`config.mk`:
```
export PLATFORM = sky130hd
export DESIGN_NAME = pc_trap_unit
export DESIGN_NICKNAME = d
export VERILOG_FILES = /design/src/rtl/pc_trap_unit.sv
export SDC_FILE = /design/constraint.sdc
export NUM_CORES = 1
export LEC_CHECK = 0
export CAP_MARGIN = 15
export CORE_MARGIN = 2
export CORE_UTILIZATION = 46
export DETAILED_ROUTE_END_ITERATION = 6
export PLACE_DENSITY = 0.89
export SYNTH_ARGS = -nofsm -noshare
export SYNTH_HDL_FRONTEND = slang
export SYNTH_SLANG_ARGS = --single-unit
```
`constraint.sdc`:
```
create_clock -name clock -period 4.05 [get_ports clock]
set_clock_uncertainty 0.1 [all_clocks]
set_input_delay 0.81 -clock clock [delete_from_list [all_inputs] [get_ports clock]]
set_output_delay 0.81 -clock clock [all_outputs]
set_load 0.02 [all_outputs]
```
`src/rtl/pc_trap_unit.sv`:
```
// Program counter with conditional branch, jal/jalr, memory stall and a
// single-level interrupt handler (trap vector, saved return PC, trap counter).
module pc_trap_unit #(
    parameter int                NBITS    = 8,
    parameter logic [NBITS-1:0]  RESET_PC = '0,
    parameter logic [NBITS-1:0]  TRAP_VEC = 'h80,
    parameter int                ISTEP    = 4,
    parameter int                NCNT     = 8
) (
    input  logic             clock,
    input  logic             reset,
    input  logic             Branch,
    input  logic [2:0]       funct3,
    input  logic             Zero,
    input  logic             Neg,
    input  logic             Carry,
    input  logic             ju,
    input  logic             jr,
    input  logic             sret,
    input  logic [NBITS-1:0] IMM,
    input  logic [NBITS-1:0] PCReg,
    input  logic             busy,
    input  logic             interrupt,
    output logic [NBITS-1:0] pc,
    output logic [NBITS-1:0] pc_,
    output logic [NBITS-1:0] pclink,
    output logic             link,
    output logic [NBITS-1:0] sepc,
    output logic             in_trap,
    output logic [NCNT-1:0]  trap_count
);

    typedef enum logic {
        RUN     = 1'b0,
        HANDLER = 1'b1
    } state_e;

    state_e           state_q, state_d;
    logic [NBITS-1:0] pc_q, pc_d;
    logic [NBITS-1:0] sepc_q, sepc_d;
    logic             pending_q, pending_d;
    logic [NCNT-1:0]  trap_count_q, trap_count_d;

    logic [NBITS-1:0] pc_plus, pc_branch, jalr_sum, jalr_t, ppc;
    logic             cond;

    assign pc_plus   = pc_q + NBITS'(ISTEP);
    assign pc_branch = pc_q + IMM;
    assign jalr_sum  = PCReg + IMM;
    assign jalr_t    = {jalr_sum[NBITS-1:1], 1'b0};

    // NOTE: every signal written here gets a default first, so no latch can be inferred.
    always_comb begin
        cond = 1'b0;
        unique case (funct3)
            3'b000:  cond = Zero;
            3'b001:  cond = !Zero;
            3'b100:  cond = Neg;
            3'b101:  cond = !Neg;
            3'b110:  cond = !Carry;
            3'b111:  cond = Carry;
            default: cond = 1'b0;
        endcase
    end

    always_comb begin
        if (jr)                ppc = jalr_t;
        else if (ju)           ppc = pc_branch;
        else if (Branch && cond) ppc = pc_branch;
        else                   ppc = pc_plus;
    end

    always_comb begin
        pc_d         = ppc;
        state_d      = state_q;
        sepc_d       = sepc_q;
        pending_d    = pending_q | interrupt;
        trap_count_d = trap_count_q;

        if (reset) begin
            pc_d = RESET_PC;
        end else if (busy) begin
            pc_d = pc_q;
        end else begin
            unique case (state_q)
                RUN: begin
                    // The branch/jump target of this cycle becomes the return address.
                    if (pending_q || interrupt) begin
                        pc_d      = TRAP_VEC;
                        sepc_d    = ppc;
                        state_d   = HANDLER;
                        pending_d = 1'b0;
                        if (!(&trap_count_q)) trap_count_d = trap_count_q + 1'b1;
                    end
                end
                HANDLER: begin
                    if (sret) begin
                        pc_d    = sepc_q;
                        state_d = RUN;
                    end
                end
                default: state_d = RUN;
            endcase
        end
    end

    // NOTE: sequential state uses non-blocking assignments only.
    always_ff @(posedge clock) begin
        if (reset) begin
            pc_q         <= RESET_PC;
            state_q      <= RUN;
            sepc_q       <= '0;
            pending_q    <= 1'b0;
            trap_count_q <= '0;
        end else begin
            pc_q         <= pc_d;
            state_q      <= state_d;
            sepc_q       <= sepc_d;
            pending_q    <= pending_d;
            trap_count_q <= trap_count_d;
        end
    end

    assign pc         = pc_q;
    assign pc_        = pc_d;
    assign pclink     = pc_plus;
    assign link       = (ju | jr) & !busy & !reset;
    assign sepc       = sepc_q;
    assign in_trap    = (state_q == HANDLER);
    assign trap_count = trap_count_q;

endmodule

```
Yosys cells after proc, flatten, opt, wreduce, memory -nomap -nowiden
Index checks and enable logic that the tools add are counted.
{"block": "word_totals", "input_bits": 30, "register_bits": 26}
{"block": "classes", "mux": 15, "addsub": 4, "bitwise": 7, "reduce_logical": 11, "n_eq_ne": 5}
{"cell": "8-bit two-way mux", "n": 7}
{"cell": "8-bit adder", "n": 2}
{"cell": "8-bit one-hot mux with 2 select lines", "n": 1}
{"cell": "3-bit equality test, second input constant", "n": 4}
{"cell": "8-bit by 1-bit adder with 8-bit output, second input constant", "n": 1}
{"cell": "8-bit by 3-bit adder with 8-bit output, second input constant", "n": 1}
{"cell": "8-bit AND reduction", "n": 1}
{"cell": "1-bit one-hot mux with 6 select lines", "n": 1}
{"cell": "1-bit zero test", "n": 5}
{"cell": "1-bit two-way mux", "n": 5}
{"cell": "4-bit AND reduction", "n": 1}
{"cell": "3-bit by 1-bit equality test with 1-bit output, second input constant", "n": 1}
{"cell": "3-bit zero test", "n": 1}
{"cell": "1-bit inverter", "n": 3}
{"cell": "3-bit AND reduction", "n": 1}
{"cell": "1-bit bitwise AND", "n": 2}
{"cell": "1-bit bitwise OR", "n": 2}
{"cell": "1-bit one-hot mux with 2 select lines", "n": 1}
{"cell": "1-bit logical AND", "n": 1}
{"cell": "1-bit logical OR", "n": 1}

Logic depth before layout (Yosys ltp)
Gate-level depths: netlist (run 1).
{"block": "logic_depth", "word_depth": 10, "mapped_depth": 8, "mapped_depth_nobuf": 8}

Least setup slack after synthesis (run 1)
No wires, ideal clock.
{"block": "synth_timing", "path_type": "in2out", "from": "input port IMM[0]", "to": "output port pc_[6]", "stages": 8, "arrival_ps": 2844, "path_slack_ps": 296, "path_buffers": 0, "cell_sequence": "ha_1 -> fa_1 -> a211o_1 -> a2111oi_1 -> a41oi_1 -> a21oi_1 -> o22ai_1 -> o21ai_0"}
{"block": "synth_between", "elab_chain_len": 8, "word_cells_on_any_way": 10, "cone_classes": "2 x add/sub; 8 x mux"}
{"item": "start: declaration", "line": "20", "source": "input logic [NBITS-1:0] IMM,"}
{"item": "8-bit adder", "line": "48", "source": "assign pc_branch = pc_q + IMM;"}
{"item": "8-bit two-way mux", "line": "69", "source": "else if (Branch && cond) ppc = pc_branch;"}
{"item": "8-bit two-way mux", "line": "68", "source": "else if (ju) ppc = pc_branch;"}
{"item": "8-bit two-way mux *", "line": "67", "source": "if (jr) ppc = jalr_t;"}
{"item": "8-bit two-way mux (on tied branches)", "line": "97, 88"}
{"item": "8-bit one-hot mux with 2 select lines *", "line": "85", "source": "unique case (state_q)"}
{"item": "8-bit two-way mux *", "line": "82", "source": "end else if (busy) begin"}
{"item": "8-bit two-way mux *", "line": "80", "source": "if (reset) begin"}
{"item": "end: declaration", "line": "25", "source": "output logic [NBITS-1:0] pc_,"}
Every way passes the cells marked *; elsewhere a longest branch is shown, timed or not.

Worst setup path in the final report (run 1)
{"block": "layout_timing", "from": "input port IMM[2]", "to": "output port pc_[3]"}
The elaborated chain is that of the path after synthesis.

==> load_flow_metrics.sql, run 1 <==
INSERT INTO impl_metrics (metric_group, metric, value, unit) VALUES
('detailed_routing', 'via_count', '2406', ''),
('pwr', 'pwr_density_cell', '297', 'nW/µm²'),
('timing', 'timing.final.max_slew_violations', '0', ''),
('logic_synthesis', 'yosysWarnings', '0', ''),
('timing', 'final_min_period_over_clock_period', '0.993', ''),
('pwr', 'power.ir.vdd_worst', '0.162', 'mV'),
('critical_path', 'critical_path_arrival', '3110', 'ps'),
('critical_path', 'rr_worst_depth', '11', ''),
('critical_path', 'crit_chain', 'clkdlybuf4s50_1 -> ha_1 -> a211oi_1 -> buf_4 -> nor2_1 -> xnor2_1 -> nor3_1 -> a311oi_2 -> o21ai_0 -> dlygate4sd2_1', ''),
('detailed_routing', 'drt-pass1-iter-count', '5', ''),
('timing', 'slew-limit-headroom', '0.723', ''),
('die', 'placementRows', '24', ''),
('logic_synthesis', 'asyncSetResetFlopFracSynth', '0', ''),
('placement', 'gp_routability_congestion', '0.903', ''),
('logic_synthesis', 'ys_seq_elements', '26', ''),
('clock_tree', 'ctsLongestPathBuffers', '2', ''),
('logic_synthesis', 'synth.area.top_cells', 'sky130_fd_sc_hd__dfxtp_1 (26%), sky130_fd_sc_hd__ha_1 (9.2%), sky130_fd_sc_hd__nor2_1 (5.3%), sky130_fd_sc_hd__o21ai_0 (5.2%), sky130_fd_sc_hd__xor2_1 (4.7%)', ''),
('logic_synthesis', 'synth_cells', '247', ''),
('die', 'core_area', '4320', 'µm²'),
('cells_and_area', 'post_route_cells_drive_above_1_share', '0.205', ''),
('detailed_routing', 'wl_per_cell', '16.9', 'µm'),
('critical_path', 'setup_crit_end_kind', 'output port', ''),
('global_route', 'first_global_vias', '2386', ''),
('critical_path', 'crit_path_max_incr_delay', '450', 'ps'),
('placement', 'placed_cell_area', '3010', 'µm²'),
('logic_synthesis', 'synth_common_cells', 'sky130_fd_sc_hd__nor2_1 (29), sky130_fd_sc_hd__dfxtp_1 (26), sky130_fd_sc_hd__o21ai_0 (21)', ''),
('timing', 'rsz0062_at_grt', 'no', ''),
('logic_synthesis', 'synth_cell_types', '52', ''),
('pwr', 'fin_total_pwr', '933', 'µW'),
('critical_path', 'critPathBufInv', '3', ''),
('timing', 'setup_viol_count_final', '0', ''),
('pwr', 'comb_power_share', '0.446', ''),
('detailed_routing', 'drt.antenna.violating_nets', '0', ''),
('timing', 'tightest_slew', '414', 'ps'),
('cells_and_area', 'area_growth_syn_to_layout', '54.3', '%'),
('logic_synthesis', 'synthesis.area_per_instance', '8.25', 'µm²'),
('min_path', 'hp-class', 'reg -> reg', ''),
('timing', 'max_freq', '249', 'MHz'),
('placement', 'place.port_buffers', '71', ''),
('critical_path', 'worstSetupStartpointType', 'input pin', ''),
('pwr', 'internal_power_contribution', '610', 'µW'),
('critical_path', 'slowest_stage', 'sky130_fd_sc_hd__clkdlybuf4s50_1', ''),
('timing', 'final-hold-violation-count', '0', ''),
('critical_path', 'crit_fanout', '3', ''),
('die', 'die-height', '70.5', 'µm'),
('clock_tree', 'clk_root_buffer_cell', 'sky130_fd_sc_hd__clkbuf_8', ''),
('logic_synthesis', 'synth_enable_flop_cells', '0', ''),
('cells_and_area', 'final_nets', '400', ''),
('critical_path', 'timing.critical_path.depth', '10', ''),
('pwr', 'sequentialPowerShare', '0.316', ''),
('die', 'dieArea', '4980', 'µm²'),
('logic_synthesis', 'seq_area_frac_synth', '0.256', ''),
('placement', 'place_inst', '396', ''),
('logic_synthesis', 'post-synth-top-area-fraction', '0.256', ''),
('cells_and_area', 'final_design_area_no_fill', '3140', 'µm²'),
('global_route', 'grt_util_all_layers', '0.266', ''),
('logic_synthesis', 'summed_instance_area_of_the_synthesized_netlist', '2040', 'µm²'),
('pwr', 'leakage', '1.32', 'nW'),
('die', 'io-pin-count', '72', ''),
('die', 'start_util', '0.471', ''),
('clock_tree', 'cts_num_sinks', '26', ''),
('logic_synthesis', 'postSynthNetCount', '294', ''),
('logic_synthesis', 'yosys_most_used_dff', 'sky130_fd_sc_hd__dfxtp_1', ''),
('outcome', 'run_status', 'finished clean', ''),
('global_route', 'pin_count_of_the_biggest_net_entering_global_routing', '16', ''),
('cells_and_area', 'final_cells', '404', ''),
('pwr', 'p_clk_frac', '0.238', ''),
('critical_path', 'worst-setup-path-type', 'in -> out', ''),
('global_route', 'grt_first_pass_wirelength', '10900', 'µm'),
('run', 'max_cap_violations', '0', ''),
('clock_tree', 'clk_latency', '280', 'ps');
## worst paths after layout
path | from | end
max | IMM[2] | pc_[3]
max reg2reg | pc[0] | pc[4]
min | sepc[1] | sepc[1]
min reg2reg | sepc[1] | sepc[1]
## per-layer routing
metal	wire [µm]	global-route usage	share of wire
met5	0	0	0
met4	262	0.113	0.038
met3	378	0.0228	0.055
met2	3410	0.462	0.50
met1	2790	0.338	0.41
## flip-flops by register name, indices dropped and copies added (netlist names)
name	flops
pc	8
sepc	8
trap_count	8
in_trap	1
pending_q	1
## cells in the final DEF (no fill, tap or decap), types with 4 or more instances in the layout
| master | count |
|---|---|
| sky130_fd_sc_hd__a21o_1 | 4 |
| sky130_fd_sc_hd__a21oi_1 | 15 |
| sky130_fd_sc_hd__a311oi_1 | 4 |
| sky130_fd_sc_hd__a31oi_1 | 6 |
| sky130_fd_sc_hd__and4_1 | 4 |
| sky130_fd_sc_hd__buf_4 | 42 |
| sky130_fd_sc_hd__clkdlybuf4s50_1 | 61 |
| sky130_fd_sc_hd__dfxtp_1 | 26 |
| sky130_fd_sc_hd__ha_1 | 14 |
| sky130_fd_sc_hd__inv_1 | 6 |
| sky130_fd_sc_hd__nand2_1 | 16 |
| sky130_fd_sc_hd__nand3_1 | 7 |
| sky130_fd_sc_hd__nand4_1 | 5 |
| sky130_fd_sc_hd__nor2_1 | 29 |
| sky130_fd_sc_hd__nor3_1 | 7 |
| sky130_fd_sc_hd__o21ai_0 | 18 |
| sky130_fd_sc_hd__o22ai_1 | 4 |
| sky130_fd_sc_hd__xnor2_1 | 10 |
| sky130_fd_sc_hd__xor2_1 | 11 |
## metrics by stage
step / utilization / worst slack (ps) / setup TNS [ps] / hold slack [ps]
floorplan: - / 296 / 0 / 446
global placement: 0.697 / -515 / -1850 / 367
detailed placement: 0.697 / -547 / -2300 / 378
CTS: 0.717 / -192 / -192 / 390
global route: 0.727 / 1.57 / 0 / 415
finish: 0.727 / 29.9 / 0 / 397
## power by group through the flow
stage	sequential (mW)	combinational [mW]	clock, mW
2_1_floorplan	0.314	0.191	0
3_3_place_gp	0.299	0.379	0
3_5_place_dp	0.299	0.391	0
4_1_cts	0.293	0.398	0.218
5_1_grt	0.297	0.445	0.235
6_report	0.294	0.416	0.222
## worst min-delay path, cell delays in order (launching register included)
cell and delay, ps:
sky130_fd_sc_hd__dfxtp_1 340, sky130_fd_sc_hd__nand2_1 60, sky130_fd_sc_hd__a21oi_1 50
## cells by family after synthesis
| group | count (synthesis) | synth area share |
|---|---|---|
| AOI/OAI and AO/OA | 81 | 0.278 |
| and+or+nand+nor | 81 | 0.197 |
| DFF | 26 | 0.256 |
| xor gates and xnor gates | 21 | 0.0903 |
| buffers and inverters | 17 | 0.0473 |
| adders and majority gates | 17 | 0.112 |
| muxes | 4 | 0.0203 |
## repair_timing
item | 4_1_cts | 5_1_grt
hold buffers | 0 | 0
pin swaps | 2 | 13
setup buffers | 2 | 2
gates resized for setup | 18 | 25
endpoints found under the setup margin | 8 | 7
hold endpoints to repair | 0 | 0
## layout make-up
| cell class | count | area (µm²) | area share |
|---|---|---|---|
| sequential | 26 | 520 | 0.166 |
| timing repair buffer | 111 | 992 | 0.316 |
| tap | 52 | 65.1 | 0.0207 |
| clock buffer | 3 | 41.3 | 0.0131 |
| clock inverter | 1 | 30.0 | 0.00955 |
| multi-input combinational | 204 | 1470 | 0.467 |
| inverter | 7 | 26.3 | 0.00836 |
Note: power is estimated with default switching activity, not from simulation.
==> inputs of run 2 (changes only) <==
--- a/config.mk
+++ b/config.mk
@@ -10,6 +10,7 @@
 export CORE_UTILIZATION = 46
 export DETAILED_ROUTE_END_ITERATION = 6
 export PLACE_DENSITY = 0.89
+export SLEW_MARGIN = 15
 export SYNTH_ARGS = -nofsm -noshare
 export SYNTH_HDL_FRONTEND = slang
 export SYNTH_SLANG_ARGS = --single-unit
==> results of run 2 <==
Final layout, timing and power as in run 1 (identical DEF).
==> inputs of run 3 (changes only) <==
--- a/config.mk
+++ b/config.mk
@@ -7,9 +7,9 @@
 export LEC_CHECK = 0
 export CAP_MARGIN = 15
 export CORE_MARGIN = 2
-export CORE_UTILIZATION = 46
+export CORE_UTILIZATION = 49
 export DETAILED_ROUTE_END_ITERATION = 6
-export PLACE_DENSITY = 0.89
+export PLACE_DENSITY = 0.93
 export SLEW_MARGIN = 15
 export SYNTH_ARGS = -nofsm -noshare
 export SYNTH_HDL_FRONTEND = slang
==> constraint.sdc (replaced) <==
create_clock -name clock -period 4.7 [get_ports clock]
set_clock_uncertainty 0.1 [all_clocks]
set_input_delay 0.94 -clock clock [delete_from_list [all_inputs] [get_ports clock]]
set_output_delay 0.94 -clock clock [all_outputs]
set_load 0.02 [all_outputs]
==> run 3 against run 2 <==
Compared with the run above:
- sequential share of layout area is 1.3 points higher
- core utilization hardly changed
- wire length is 13% lower
- register-to-register slack better by 630 ps
- global-route usage is 0.90 points higher
- sequential power is 14% lower
==> load_flow_metrics.sql, run 3 (synthesis gave the netlist of run 1 again) <==
INSERT INTO impl_metrics (metric_group, metric, value, unit) VALUES
('outcome', 'run_status', 'finished clean', ''),
('cells_and_area', 'commonest_non_fill_non_tap_cells_in_the_layout', 'sky130_fd_sc_hd__clkdlybuf4s50_1 (66), sky130_fd_sc_hd__nor2_1 (29), sky130_fd_sc_hd__dfxtp_1 (26)', ''),
('timing', 'timing.final.max_slew_violations', '0', ''),
('critical_path', 'setup_crit_end_kind', 'output port', ''),
('cells_and_area', 'antenna_cells_inserted', '0', ''),
('placement', 'place_inst', '373', ''),
('die', 'io-pin-count', '72', ''),
('timing', 'final_min_period_over_clock_period', '0.968', ''),
('timing', 'setup_viol_count_final', '0', ''),
('die', 'dieWidth', '68.5', 'µm'),
('detailed_routing', 'totalWireLength', '5970', 'µm'),
('pwr', 'sw_power', '256', 'µW'),
('detailed_routing', 'drt-pass1-iter-count', '5', ''),
('critical_path', 'critical_path_arrival', '3510', 'ps'),
('pwr', 'power.ir.vdd_worst', '0.166', 'mV'),
('clock_tree', 'cts_tree', 'yes', ''),
('detailed_routing', 'detail_route.iter0.violations', '119', ''),
('placement', 'place.detailed.hpwl', '4700', 'µm'),
('run', 'max_cap_violations', '0', ''),
('clock_tree', 'cts_hold_buf', '0', ''),
('critical_path', 'r2r_end', 'pc[6]', ''),
('critical_path', 'worst-setup-path-type', 'in -> out', ''),
('timing', 'slew-limit-headroom', '0.715', ''),
('cells_and_area', 'post_route_cells_drive_above_1_share', '0.104', ''),
('global_route', 'grt_util_all_layers', '0.275', ''),
('cells_and_area', 'mostFrequentLayoutCell', 'sky130_fd_sc_hd__clkdlybuf4s50_1', ''),
('critical_path', 'crit_fanout', '2', ''),
('critical_path', 'worstSetupStartpointType', 'input pin', ''),
('clock_tree', 'post-cts-setup-buffers', '0', ''),
('timing', 'rsz0062_at_grt', 'no', ''),
('timing', 'setup_slack', '149', 'ps'),
('die', 'die-height', '68.5', 'µm'),
('die', 'start_util', '0.509', ''),
('detailed_routing', 'drcViolationCount', '0', ''),
('clock_tree', 'h-tree-depth', '1', ''),
('timing', 'final-hold-violation-count', '0', ''),
('pwr', 'sequentialPowerShare', '0.356', ''),
('timing', 'max_freq', '220', 'MHz'),
('detailed_routing', 'avgViaCountPerCell', '5.98', ''),
('clock_tree', 'clk_latency', '270', 'ps'),
('min_path', 'hp-class', 'reg -> reg', ''),
('critical_path', 'worst_setup_path_endpoint', 'pc_[4]', ''),
('clock_tree', 'clkTransAtPathRegs', '90', 'ps'),
('die', 'dieArea', '4690', 'µm²'),
('global_route', 'globalRoute.totalOverflow', '0', ''),
('global_route', 'grt_first_pass_wirelength', '9900', 'µm'),
('critical_path', 'critical_path.startpoint', 'IMM[0]', ''),
('critical_path', 'cp_data_required_time', '3660', 'ps'),
('placement', 'place.port_buffers', '71', ''),
('timing', 'fin_tns_setup', '0', 'ps'),
('placement', 'gp_routability_congestion', '0.860', ''),
('detailed_routing', 'wl_per_cell', '15.8', 'µm'),
('critical_path', 'rr_worst_depth', '9', ''),
('cells_and_area', 'final_nets', '375', ''),
('pwr', 'leakage', '1.20', 'nW'),
('critical_path', 'timing.rr.start', 'pc[0]', ''),
('die', 'core_area', '4000', 'µm²'),
('die', 'placementRows', '23', ''),
('clock_tree', 'cts_num_sinks', '26', ''),
('clock_tree', 'clk_root_buffer_cell', 'sky130_fd_sc_hd__clkbuf_8', ''),
('detailed_routing', 'via_count', '2253', ''),
('pwr', 'p_clk_frac', '0.206', ''),
('pwr', 'comb_power_share', '0.438', ''),
('pwr', 'internal_power_contribution', '459', 'µW'),
('global_route', 'antenna_found_initial', '0', ''),
('clock_tree', 'ctsLongestPathBuffers', '2', ''),
('detailed_routing', 'drt.antenna.violating_nets', '0', ''),
('clock_tree', 'tritoncts.num_buffers', '3', ''),
('timing', 'hold_ws', '383', 'ps'),
('global_route', 'pin_count_of_the_biggest_net_entering_global_routing', '19', ''),
('pwr', 'power.switching_fraction', '0.358', ''),
('placement', 'placement.setup.worst_slack', '-180', 'ps'),
('cells_and_area', 'area_growth_syn_to_layout', '42.8', '%'),
('cells_and_area', 'final_cells', '377', ''),
('pwr', 'fin_total_pwr', '714', 'µW'),
('global_route', 'first_global_vias', '2156', ''),
('timing', 'finalWorstPathRequiredPeriod', '4550', 'ps'),
('critical_path', 'rrSetupSlack', '2190', 'ps'),
('timing', 'tightest_slew', '425', 'ps'),
('pwr', 'pwr_density_cell', '246', 'nW/µm²');
## run 3: cell count changes in the layout (fill, tap and decap cells not counted), moves of 3 or more
cell,previous run,this run
sky130_fd_sc_hd__a21oi_2,3,0
sky130_fd_sc_hd__clkdlybuf4s50_1,61,66
sky130_fd_sc_hd__buf_4,42,15
sky130_fd_sc_hd__o21ai_1,3,0
sky130_fd_sc_hd__a21oi_1,15,18
sky130_fd_sc_hd__o21ai_0,18,21
## run 3: worst max-delay path, cell delays in order
cell and delay (ps):
sky130_fd_sc_hd__clkdlybuf4s50_1 430, sky130_fd_sc_hd__ha_1 240, sky130_fd_sc_hd__fa_1 410, sky130_fd_sc_hd__buf_4 160, sky130_fd_sc_hd__a21o_1 140, sky130_fd_sc_hd__a21oi_1 160, sky130_fd_sc_hd__xor2_1 160, sky130_fd_sc_hd__nor3_1 60
sky130_fd_sc_hd__a311oi_1 300, sky130_fd_sc_hd__o21ai_0 160, sky130_fd_sc_hd__dlygate4sd2_1 350
## run 3: worst min path at each step
stage            start      end  cells after the start
6_report       sepc[1]  sepc[1]                      2
4_1_cts        sepc[1]  sepc[1]                      2
2_1_floorplan  sepc[1]  sepc[1]                      2
3_3_place_gp   sepc[1]  sepc[1]                      2
3_5_place_dp   sepc[1]  sepc[1]                      2
5_1_grt        sepc[1]  sepc[1]                      2
## run 3: per-stage QoR
| step | instance area [µm²] | utilization |
|---|---|---|
| floorplan | 2040 | - |
| global placement | 2850 | 0.713 |
| detailed placement | 2850 | 0.713 |
| CTS | 2910 | 0.726 |
| global route | 2910 | 0.727 |
| finish | 2910 | 0.727 |
## run 3: power groups by stage
stage | sequential [mW] | clock, mW | combinational (mW)
finish | 0.254 | 0.147 | 0.313
global route | 0.257 | 0.154 | 0.339
CTS | 0.254 | 0.148 | 0.311
detailed placement | 0.259 | 0 | 0.310
global placement | 0.258 | 0 | 0.300
floorplan | 0.271 | 0 | 0.165
## run 3: repair_timing
action                                 in CTS  in global routing
cloned                                      0                  0
setup endpoints to repair                   2                  4
endpoints found under the hold margin       0                  0
resized for setup                           2                  6
## run 3: per-layer routing
layer / wire length, µm / vias to the layer above / global-route usage
met5: 0 / - / 0
met2: 3020 / 123 / 0.494
met3: 414 / 15 / 0.0428
met4: 79 / 0 / 0.0625
li1: - / 1081 / -
met1: 2450 / 1034 / 0.340
## run 3: cell type report
type,count,area (µm²)
sequential,26,520
fill,298,1090
tap,50,62.6
inverter,7,26.3
clock buffer,4,55.1
multi-input combinational,204,1420
timing repair buffer,86,825
